**src/rtl/bram_chk_pkg.sv**
```systemverilog
// Shared constants and FSM state encoding for the BRAM sweep checker.
package bram_chk_pkg;

  localparam int unsigned WID_MEM_DEF   = 16;
  localparam int unsigned DEPTH_MEM_DEF = 128;
  localparam int unsigned ADDR_W_DEF    = $clog2(DEPTH_MEM_DEF);

  typedef enum logic [2:0] {
    ST_IDLE  = 3'd0,
    ST_WRITE = 3'd1,
    ST_READ  = 3'd2,
    ST_DRAIN = 3'd3,
    ST_DONE  = 3'd4
  } state_e;

endpackage

```
**src/rtl/bram_cmp_stage.sv**
```systemverilog
// One-cycle compare stage: aligns read address/expected word with BRAM output and
// accumulates the mismatch count and first failing address.
module bram_cmp_stage
  import bram_chk_pkg::*;
#(
  parameter int unsigned WID_MEM = WID_MEM_DEF,
  parameter int unsigned ADDR_W  = ADDR_W_DEF
) (
  input  logic               clk,
  input  logic               reset,
  input  logic               clear_i,
  input  logic               valid_i,
  input  logic [ADDR_W-1:0]  addr_i,
  input  logic [WID_MEM-1:0] expected_i,
  input  logic [WID_MEM-1:0] dout_i,
  output logic [ADDR_W:0]    err_count_o,
  output logic               first_err_valid_o,
  output logic [ADDR_W-1:0]  first_err_addr_o
);

  logic               valid_q;
  logic [ADDR_W-1:0]  addr_q;
  logic [WID_MEM-1:0] exp_q;
  logic [ADDR_W:0]    err_q, err_d;
  logic               fev_q, fev_d;
  logic [ADDR_W-1:0]  fea_q, fea_d;
  logic               mismatch_c;

  always_ff @(posedge clk or negedge reset) begin
    if (!reset) begin
      valid_q <= 1'b0;
      addr_q  <= '0;
      exp_q   <= '0;
      err_q   <= '0;
      fev_q   <= 1'b0;
      fea_q   <= '0;
    end else begin
      valid_q <= valid_i;
      addr_q  <= addr_i;
      exp_q   <= expected_i;
      err_q   <= err_d;
      fev_q   <= fev_d;
      fea_q   <= fea_d;
    end
  end

  // Clear wins over a mismatch; only the first failing address is kept.
  always_comb begin
    err_d      = err_q;
    fev_d      = fev_q;
    fea_d      = fea_q;
    mismatch_c = valid_q && (dout_i != exp_q);
    if (clear_i) begin
      err_d = '0;
      fev_d = 1'b0;
      fea_d = '0;
    end else if (mismatch_c) begin
      err_d = err_q + (ADDR_W+1)'(1);
      if (!fev_q) begin
        fev_d = 1'b1;
        fea_d = addr_q;
      end
    end
  end

  assign err_count_o       = err_q;
  assign first_err_valid_o = fev_q;
  assign first_err_addr_o  = fea_q;

endmodule

```
**config.mk**
```make
export PLATFORM = sky130hd
export DESIGN_NAME = bram_cmp_stage
export DESIGN_NICKNAME = d
export VERILOG_FILES = /design/src/rtl/bram_chk_pkg.sv /design/src/rtl/bram_cmp_stage.sv
export SDC_FILE = /design/constraint.sdc
export NUM_CORES = 1
export LEC_CHECK = 0
export ABC_AREA = 0
export CAP_MARGIN = 40
export CORE_ASPECT_RATIO = 1.25
export CORE_MARGIN = 2
export CORE_UTILIZATION = 46
export DETAILED_ROUTE_END_ITERATION = 12
export PLACE_DENSITY_LB_ADDON = 0.08
export SYNTH_ARGS = -nofsm -noshare
export SYNTH_HDL_FRONTEND = slang
export SYNTH_SLANG_ARGS = --single-unit
```
**constraint.sdc**
```tcl
create_clock -name clk -period 2.5 [get_ports clk]
set_input_delay 0.5 -clock clk [delete_from_list [all_inputs] [get_ports clk]]
set_output_delay 0.5 -clock clk [all_outputs]
set_load 0.01 [all_outputs]
```
# Word-level counts from Yosys, hierarchy flattened
# Cells that the tools add are included.
dict set report op_classes {
  mux 7
  eq_ne 2
  n_addsub 1
  n_reduce_logical 3
}
# operator n
set op_table {}
lappend op_table {{$mux W7} 3}
lappend op_table {{$mux W8} 2}
lappend op_table {{$ne A16 B16 Y1} 1}
lappend op_table {{$add A8 B1 Y8 const B} 1}
lappend op_table {{$mux W1} 2}
lappend op_table {{$ne A2 B2 Y1 const B} 1}
lappend op_table {{$reduce_and A2 Y1} 1}
lappend op_table {{$reduce_bool A2 Y1} 1}
lappend op_table {{$logic_and A1 B1 Y1} 1}
dict set report word_totals {
  out_inout_bits 16
  reg_bits 40
}

# Logic depth before layout (Yosys ltp)
# Gate-level depths: netlist of the first run.
dict set report logic_depth {
  depth_word 4
  ltp_mapped 6
  mapped_depth_nobuf 5
}

# Worst setup path before layout of the first run
# OpenSTA, ideal clock, no wires.
dict set report synth_path {
  kind {input-to-reg}
  from {input port dout_i[5]}
  to {register err_q[1] (netlist: err_count_o[1])}
  t_required_ns 2.369
  n_path_buf 1
  setup_slack_ns 0.734
  path_stages 6
  arrival_ns 1.635
  path_cell_list {xnor2_1 nand4_1 o41ai_4 buf_6 mux2i_1 nor2_1}
}
dict set report synth_via {
  elab_chain_cells 3
}
# element line_no
set synth_rtl {}
lappend synth_rtl {{start: declaration} bram_cmp_stage.sv:15} ;# input logic [WID_MEM-1:0] dout_i,
lappend synth_rtl {{$ne A16 B16 Y1} bram_cmp_stage.sv:52} ;# mismatch_c = valid_q && (dout_i != exp_q);
lappend synth_rtl {{$logic_and A1 B1 Y1} bram_cmp_stage.sv:52}
lappend synth_rtl {{$reduce_bool A2 Y1 (no source line)} -}
lappend synth_rtl {{end signal: assignment} bram_cmp_stage.sv:41} ;# err_q <= err_d;
lappend synth_rtl {{end: declaration} bram_cmp_stage.sv:24} ;# logic [ADDR_W:0] err_q, err_d;
# No other way between the ends.
# A chain may end at the register's enable or synchronous reset.

# Worst setup path in the final report of the first run
# Ends and elaborated chain as after synthesis.

==> flow_summary.json, run 1 <==
{
  "status": "finished clean",
  "maxSlewViolCount": 0,
  "grt_antenna_before_repair": 0,
  "fin_ws_ns": 0.490,
  "min_period_ns": 2.01,
  "final_cells": 219,
  "drive_above_1_share": 0.0659,
  "syn_to_final_growth_pct": 46.9,
  "avgSynthCellArea_um2": 13.3,
  "cts.sinks": 40,
  "cts_resized": 0,
  "skew_ns": 0.00493,
  "rsz0062_at_grt": "false",
  "h-tree-depth": 2,
  "numCtsBuffers": 5,
  "synth_top_area_cell": "dfrtp_1",
  "rows": 23,
  "nets": 225,
  "synth-edff-count": 0,
  "yosysWarnings": 0,
  "setup-tns-final_ns": 0,
  "syn_inst": 118,
  "clock_latency_ns": 0.29,
  "critPathCaptureType": "register",
  "synth_area_leaders": "dfrtp_1 64%, xnor2_1 8.9%, nand2b_1 5.6%",
  "gr-total-overflow": 0,
  "grt_first_pass_wirelength_mm": 5.33,
  "path_clk_slew_ns": 0.07,
  "syn_nets": 162,
  "worstSetupPathType": "in -> reg",
  "drc": 0,
  "grt_usage": 0.181,
  "dp.cells": 211,
  "initial_utilization": 0.487,
  "top_usage_layer": "met2",
  "port_buffers": 58,
  "p_leak_nw": 0.947,
  "die-area_mm2": 0.00390,
  "yosys.area_share.adder": 0.00797,
  "use_met3": 0.0466,
  "detail_route.wl_per_cell_um": 14.4,
  "grt_pass1_vias": 1191,
  "crit_arrival_ns": 2.16,
  "hold_slack_ns": 0.315,
  "period_share": 0.804,
  "powerDensity_mw_per_mm2": 624,
  "synth_cell_type_count": 20,
  "postCtsSetupBuffers": 0,
  "num_io_pins": 59,
  "drt_iter0_drc": 36,
  "clockBufferDepth": 2,
  "finalPower_mw": 1.44,
  "viasPerCell": 5.06,
  "worstHoldPathType": "in -> async",
  "antennaDiodeCount": 0,
  "synthTopCellsByCount": "40 x dfrtp_1, 16 x xnor2_1, 14 x nand2b_1",
  "hold_viol_final": 0,
  "antenna_left": 0,
  "synth-seq-cells": 40,
  "yosys.area.top_type_share": 0.637,
  "synthSimpleGateAreaFrac": 0.128,
  "routed_wirelength_mm": 3.16,
  "cp_max_fo": 16,
  "synth-async-reset-ratio": 1.00,
  "maxCapViolCount": 0,
  "ys_seq_area_frac": 0.637,
  "dr.pass1.iters": 4,
  "fmax_mhz": 498,
  "tightest_slew_ns": 0.846,
  "cts-root-buf": "clkbuf_8",
  "grt_start_max_net_pins": 41,
  "vias": 1108,
  "syn_area_mm2": 0.00157,
  "die-width_um": 56.3,
  "ir_worst_vdd_mv": 0.516,
  "synth_compound_area_frac": 0.0637,
  "dp_slack_ns": 0.164,
  "synth.area.mux_share": 0.0510,
  "cts_tree": "built",
  "core_mm2": 0.00322,
  "place_congestion": 0.765,
  "cp-start-kind": "input pin",
  "synth_flop_cell": "dfrtp_1",
  "gr-usage-met1": 0.189,
  "synth_top_family_by_area": "simple AND/OR/NAND/NOR gates",
  "setup_viol": 0,
  "relSlewSlack": 0.436,
  "yosys.area_share.xor_xnor": 0.0948,
  "cts_hold_buf": 0,
  "grtUsageMet2": 0.328,
  "post-synth-top-count-cell": "dfrtp_1",
  "dieHeight_um": 69.3,
  "critPathRequiredTime_ns": 2.65
}
worst max-delay path, cell delays in order:
cell             delay [ns]
clkdlybuf4s50_1        0.48
xnor2_1                0.12
nand4_1                0.18
o41ai_4                0.36
buf_4                  0.26
mux2i_1                0.21
nor2_1                 0.05
cells in the final DEF (no fill, tap or decap):
cell type        count
or3_1                3
inv_1                2
dfrtp_1             40
clkbuf_8             7
nand3_1              3
mux2i_1              8
ha_1                 1
xnor2_1             16
o21ai_0              3
a21oi_1              7
o31ai_1              3
nor2_4               1
nand4_1              5
bufinv_16            1
clkdlybuf4s50_1     57
xor2_1               1
buf_2                1
nor2_1               2
buf_4                1
o41ai_4              1
nand2b_1            14
or4_1                3
nand2_1              2
where the power goes:
part | internal [mW] | switching [mW]
clock | 0.352 | 0.218
sequential | 0.677 | 0.0190
combinational | 0.111 | 0.0627
total | 1.14 | 0.300
layout make-up:
class | instances | area, um2
Multi-Input combinational cell | 73 | 543
Inverter | 2 | 7.51
Clock buffer | 7 | 96.3
Timing Repair Buffer | 59 | 583
Sequential cell | 40 | 1000
Tap cell | 37 | 46.3
Fill cell | 242 | 916
Clock inverter | 1 | 30.0
cell families after synthesis:
logic type / count (synthesis)
AO/OA/AOI/OAI: 14
XOR/XNOR: 17
adder cells (fa/ha/maj): 1
buffers and inverters: 5
flip-flops: 40
multiplexers: 8
AND/OR/NAND/NOR: 33
routing by layer:
| metal | vias up | wire (um) |
|---|---|---|
| met5 | - | 0 |
| met4 | 0 | 57 |
| met3 | 6 | 174 |
| met2 | 44 | 1720 |
| met1 | 528 | 1200 |
| li1 | 530 | - |
per-stage QoR:
stage / util / instance area (um2)
4_1_cts: 0.716 / 2310
3_3_place_gp: 0.677 / 2180
5_1_grt: 0.716 / 2310
3_5_place_dp: 0.677 / 2180
6_report: 0.716 / 2310
2_1_floorplan: - / 1570
registers in the layout, indices dropped and copies added (netlist names):
signal and cells:
addr_q 7, first_err_addr_o 7, first_err_valid_o 1, err_count_o 8, exp_q 16, valid_q 1
worst paths after layout:
check | startpoint | end | slack (ns) | depth (start not counted)
worst max-delay path | dout_i[5] | err_count_o[1] | 0.49 | 7
worst min-delay path | reset | exp_q[5] | 0.32 | 1
worst max register to register | exp_q[5] | err_count_o[1] | 0.75 | 6
worst min register to register | addr_q[5] | first_err_addr_o[5] | 0.53 | 2
max in group asynchronous | reset | first_err_addr_o[5] | 1.66 | 1
min in group clk | addr_q[5] | first_err_addr_o[5] | 0.53 | 2
No activity file was read; power rests on OpenSTA's default activity.
==> run 2, diff against run 1 <==
--- a/config.mk
+++ b/config.mk
@@ -9,7 +9,7 @@
 export CAP_MARGIN = 40
 export CORE_ASPECT_RATIO = 1.25
 export CORE_MARGIN = 2
-export CORE_UTILIZATION = 46
+export CORE_UTILIZATION = 43
 export DETAILED_ROUTE_END_ITERATION = 12
 export PLACE_DENSITY_LB_ADDON = 0.08
 export SYNTH_ARGS = -nofsm -noshare
==> constraint.sdc (replaced) <==
create_clock -name clk -period 1.9 [get_ports clk]
set_input_delay 0.38 -clock clk [delete_from_list [all_inputs] [get_ports clk]]
set_output_delay 0.38 -clock clk [all_outputs]
set_load 0.01 [all_outputs]
==> run 2 against run 1 <==
Global-route usage decreased by 1.0 points. Combinational power increased by 37%. Die area increased by 6.5%. Total power increased by 26%. Core utilization decreased by 4.5 points. Critical path type unchanged. Critical endpoint is now err_count_o[5]. Highest routed layer unchanged.
==> flow_summary.json, run 2 (synthesis gave the netlist of run 1 again) <==
{
  "maxCapViolCount": 0,
  "grt_start_max_net_pins": 17,
  "seq_power_share": 0.504,
  "grt_first_pass_wirelength_mm": 5.31,
  "min_period_ns": 1.81,
  "routed_wirelength_mm": 3.06,
  "fmax_mhz": 554,
  "h-tree-depth": 2,
  "p_leak_nw": 0.961,
  "swShare": 0.210,
  "clockBufferDepth": 2,
  "final_cell_mix": "57 x clkdlybuf4s50_1, 40 x dfrtp_1, 16 x xnor2_1, 14 x nand2b_1, 8 x mux2i_1",
  "initial_utilization": 0.451,
  "setup_viol": 0,
  "seqCellArea_mm2": 0.00100,
  "clock_latency_ns": 0.29,
  "gr-total-overflow": 0,
  "die-width_um": 58.1,
  "critPathRequiredTime_ns": 2.11,
  "period_share": 0.950,
  "use_met3": 0.0632,
  "powerDensity_mw_per_mm2": 777,
  "cts.sinks": 40,
  "rows": 24,
  "grt_usage": 0.170,
  "nets": 229,
  "fin_ws_ns": 0.0949,
  "grt_antenna_before_repair": 0,
  "detail_route.wl_per_cell_um": 13.6,
  "rsz0062_at_grt": "false",
  "antennaDiodeCount": 0,
  "skew_ns": 0.00931,
  "final_common_cell": "clkdlybuf4s50_1",
  "top_usage_layer": "met2",
  "worstSetupPathType": "in -> reg",
  "cp-start-kind": "input pin",
  "grt_pass1_vias": 1187,
  "drc": 0,
  "viasPerCell": 4.95,
  "grtUsageMet2": 0.299,
  "dp.cells": 216,
  "die-area_mm2": 0.00415,
  "p_int_mw": 1.43,
  "multi_input_area_um2": 543,
  "dp_hpwl_mm": 2.38,
  "largest_reg_flops": 16,
  "antenna_left": 0,
  "place_congestion": 0.691,
  "cts_tree": "built",
  "gr-usage-met1": 0.190,
  "dr.pass1.iters": 4,
  "worstHoldPathType": "in -> async",
  "cp_max_fo": 16,
  "maxSlewViolCount": 0,
  "critPathMaxStageDelay_ns": 0.50,
  "critPathCaptureType": "register",
  "vias": 1114,
  "hold_viol_final": 0,
  "ir_worst_vdd_mv": 0.700,
  "core_mm2": 0.00348,
  "path_clk_slew_ns": 0.08,
  "n_fill_cell": 270,
  "status": "finished clean",
  "tightest_slew_ns": 0.364,
  "final_cells": 225,
  "slowest_stage": "or4_1",
  "dieHeight_um": 71.6,
  "top_register": "exp_q",
  "numCtsBuffers": 5,
  "crit_chain": "clkdlybuf4s50_1 > xnor2_1 > nand4_1 > o41ai_4 > buf_12 > or4_1 > a21oi_1",
  "cts-root-buf": "clkbuf_8",
  "p_comb_frac": 0.131,
  "syn_to_final_growth_pct": 48.8,
  "drt_iter0_drc": 47,
  "crit_arrival_ns": 2.02,
  "netSwitchingPower_uw": 381,
  "cp_top_family": "simple AND/OR/NAND/NOR gates",
  "pwr-share-clk": 0.365,
  "dp_slack_ns": -0.235,
  "path_buf_inv": 2,
  "num_io_pins": 59,
  "port_buffers": 58,
  "relSlewSlack": 0.756,
  "drive_above_1_share": 0.0753,
  "fin_util": 0.671
}
-- run 2: timing repair --
| item | 4_1_cts | 5_1_grt |
|---|---|---|
| gates resized for setup | 0 | 0 |
| hold buffers | 1 | 0 |
| endpoints found under the hold margin | 10 | 0 |
| setup buffers | 0 | 0 |
-- run 2: routing by layer --
| layer | routed length (um) | share of wire | up-vias |
|---|---|---|---|
| met3 | 215 | 0.070 | 4 |
| met1 | 1160 | 0.38 | 534 |
| li1 | - | - | 534 |
| met4 | 30 | 0.0098 | 0 |
| met2 | 1650 | 0.54 | 42 |
| met5 | 0 | 0 | - |
-- run 2: worst paths after layout --
| check | startpoint | endpoint | slack (ns) | depth (start not counted) |
|---|---|---|---|---|
| max reg2reg | exp_q[5] | first_err_addr_o[3] | 0.25 | 6 |
| max in group asynchronous | reset | err_count_o[4] | 0.93 | 3 |
| max | dout_i[0] | err_count_o[5] | 0.09 | 7 |
| min in group clk | addr_q[5] | first_err_addr_o[5] | 0.51 | 2 |
| min reg2reg | addr_q[5] | first_err_addr_o[5] | 0.51 | 2 |
| min | reset | exp_q[14] | 0.49 | 2 |
-- run 2: cell type report --
class,count,share of cell area
clock buffer,6,0.0311
clock inverter,2,0.0150
inverter,2,0.00321
multi-input combinational,73,0.232
sequential,40,0.428
tap,39,0.0209
timing repair buffer,63,0.269
-- run 2: power groups by stage --
stage               sequential (mW)  combinational, mW  clock (mW)
floorplan                     0.937             0.0787           0
global placement              0.932              0.234           0
detailed placement            0.933              0.240           0
CTS                           0.916              0.243       0.682
global route                  0.921              0.260       0.725
finish                        0.916              0.238       0.662
-- run 2: per-stage QoR --
| stage | instance area [um2] | hold WS (ns) | total power [mW] | TNS (ns) |
|---|---|---|---|---|
| 5_1_grt | 2340 | 0.506 | 1.91 | 0 |
| 3_3_place_gp | 2220 | 0.264 | 1.17 | -2.59 |
| 3_5_place_dp | 2220 | 0.265 | 1.17 | -3.18 |
| 4_1_cts | 2340 | 0.487 | 1.84 | 0 |
| 2_1_floorplan | 1570 | 0.0844 | 1.02 | 0 |
| 6_report | 2340 | 0.486 | 1.82 | 0 |
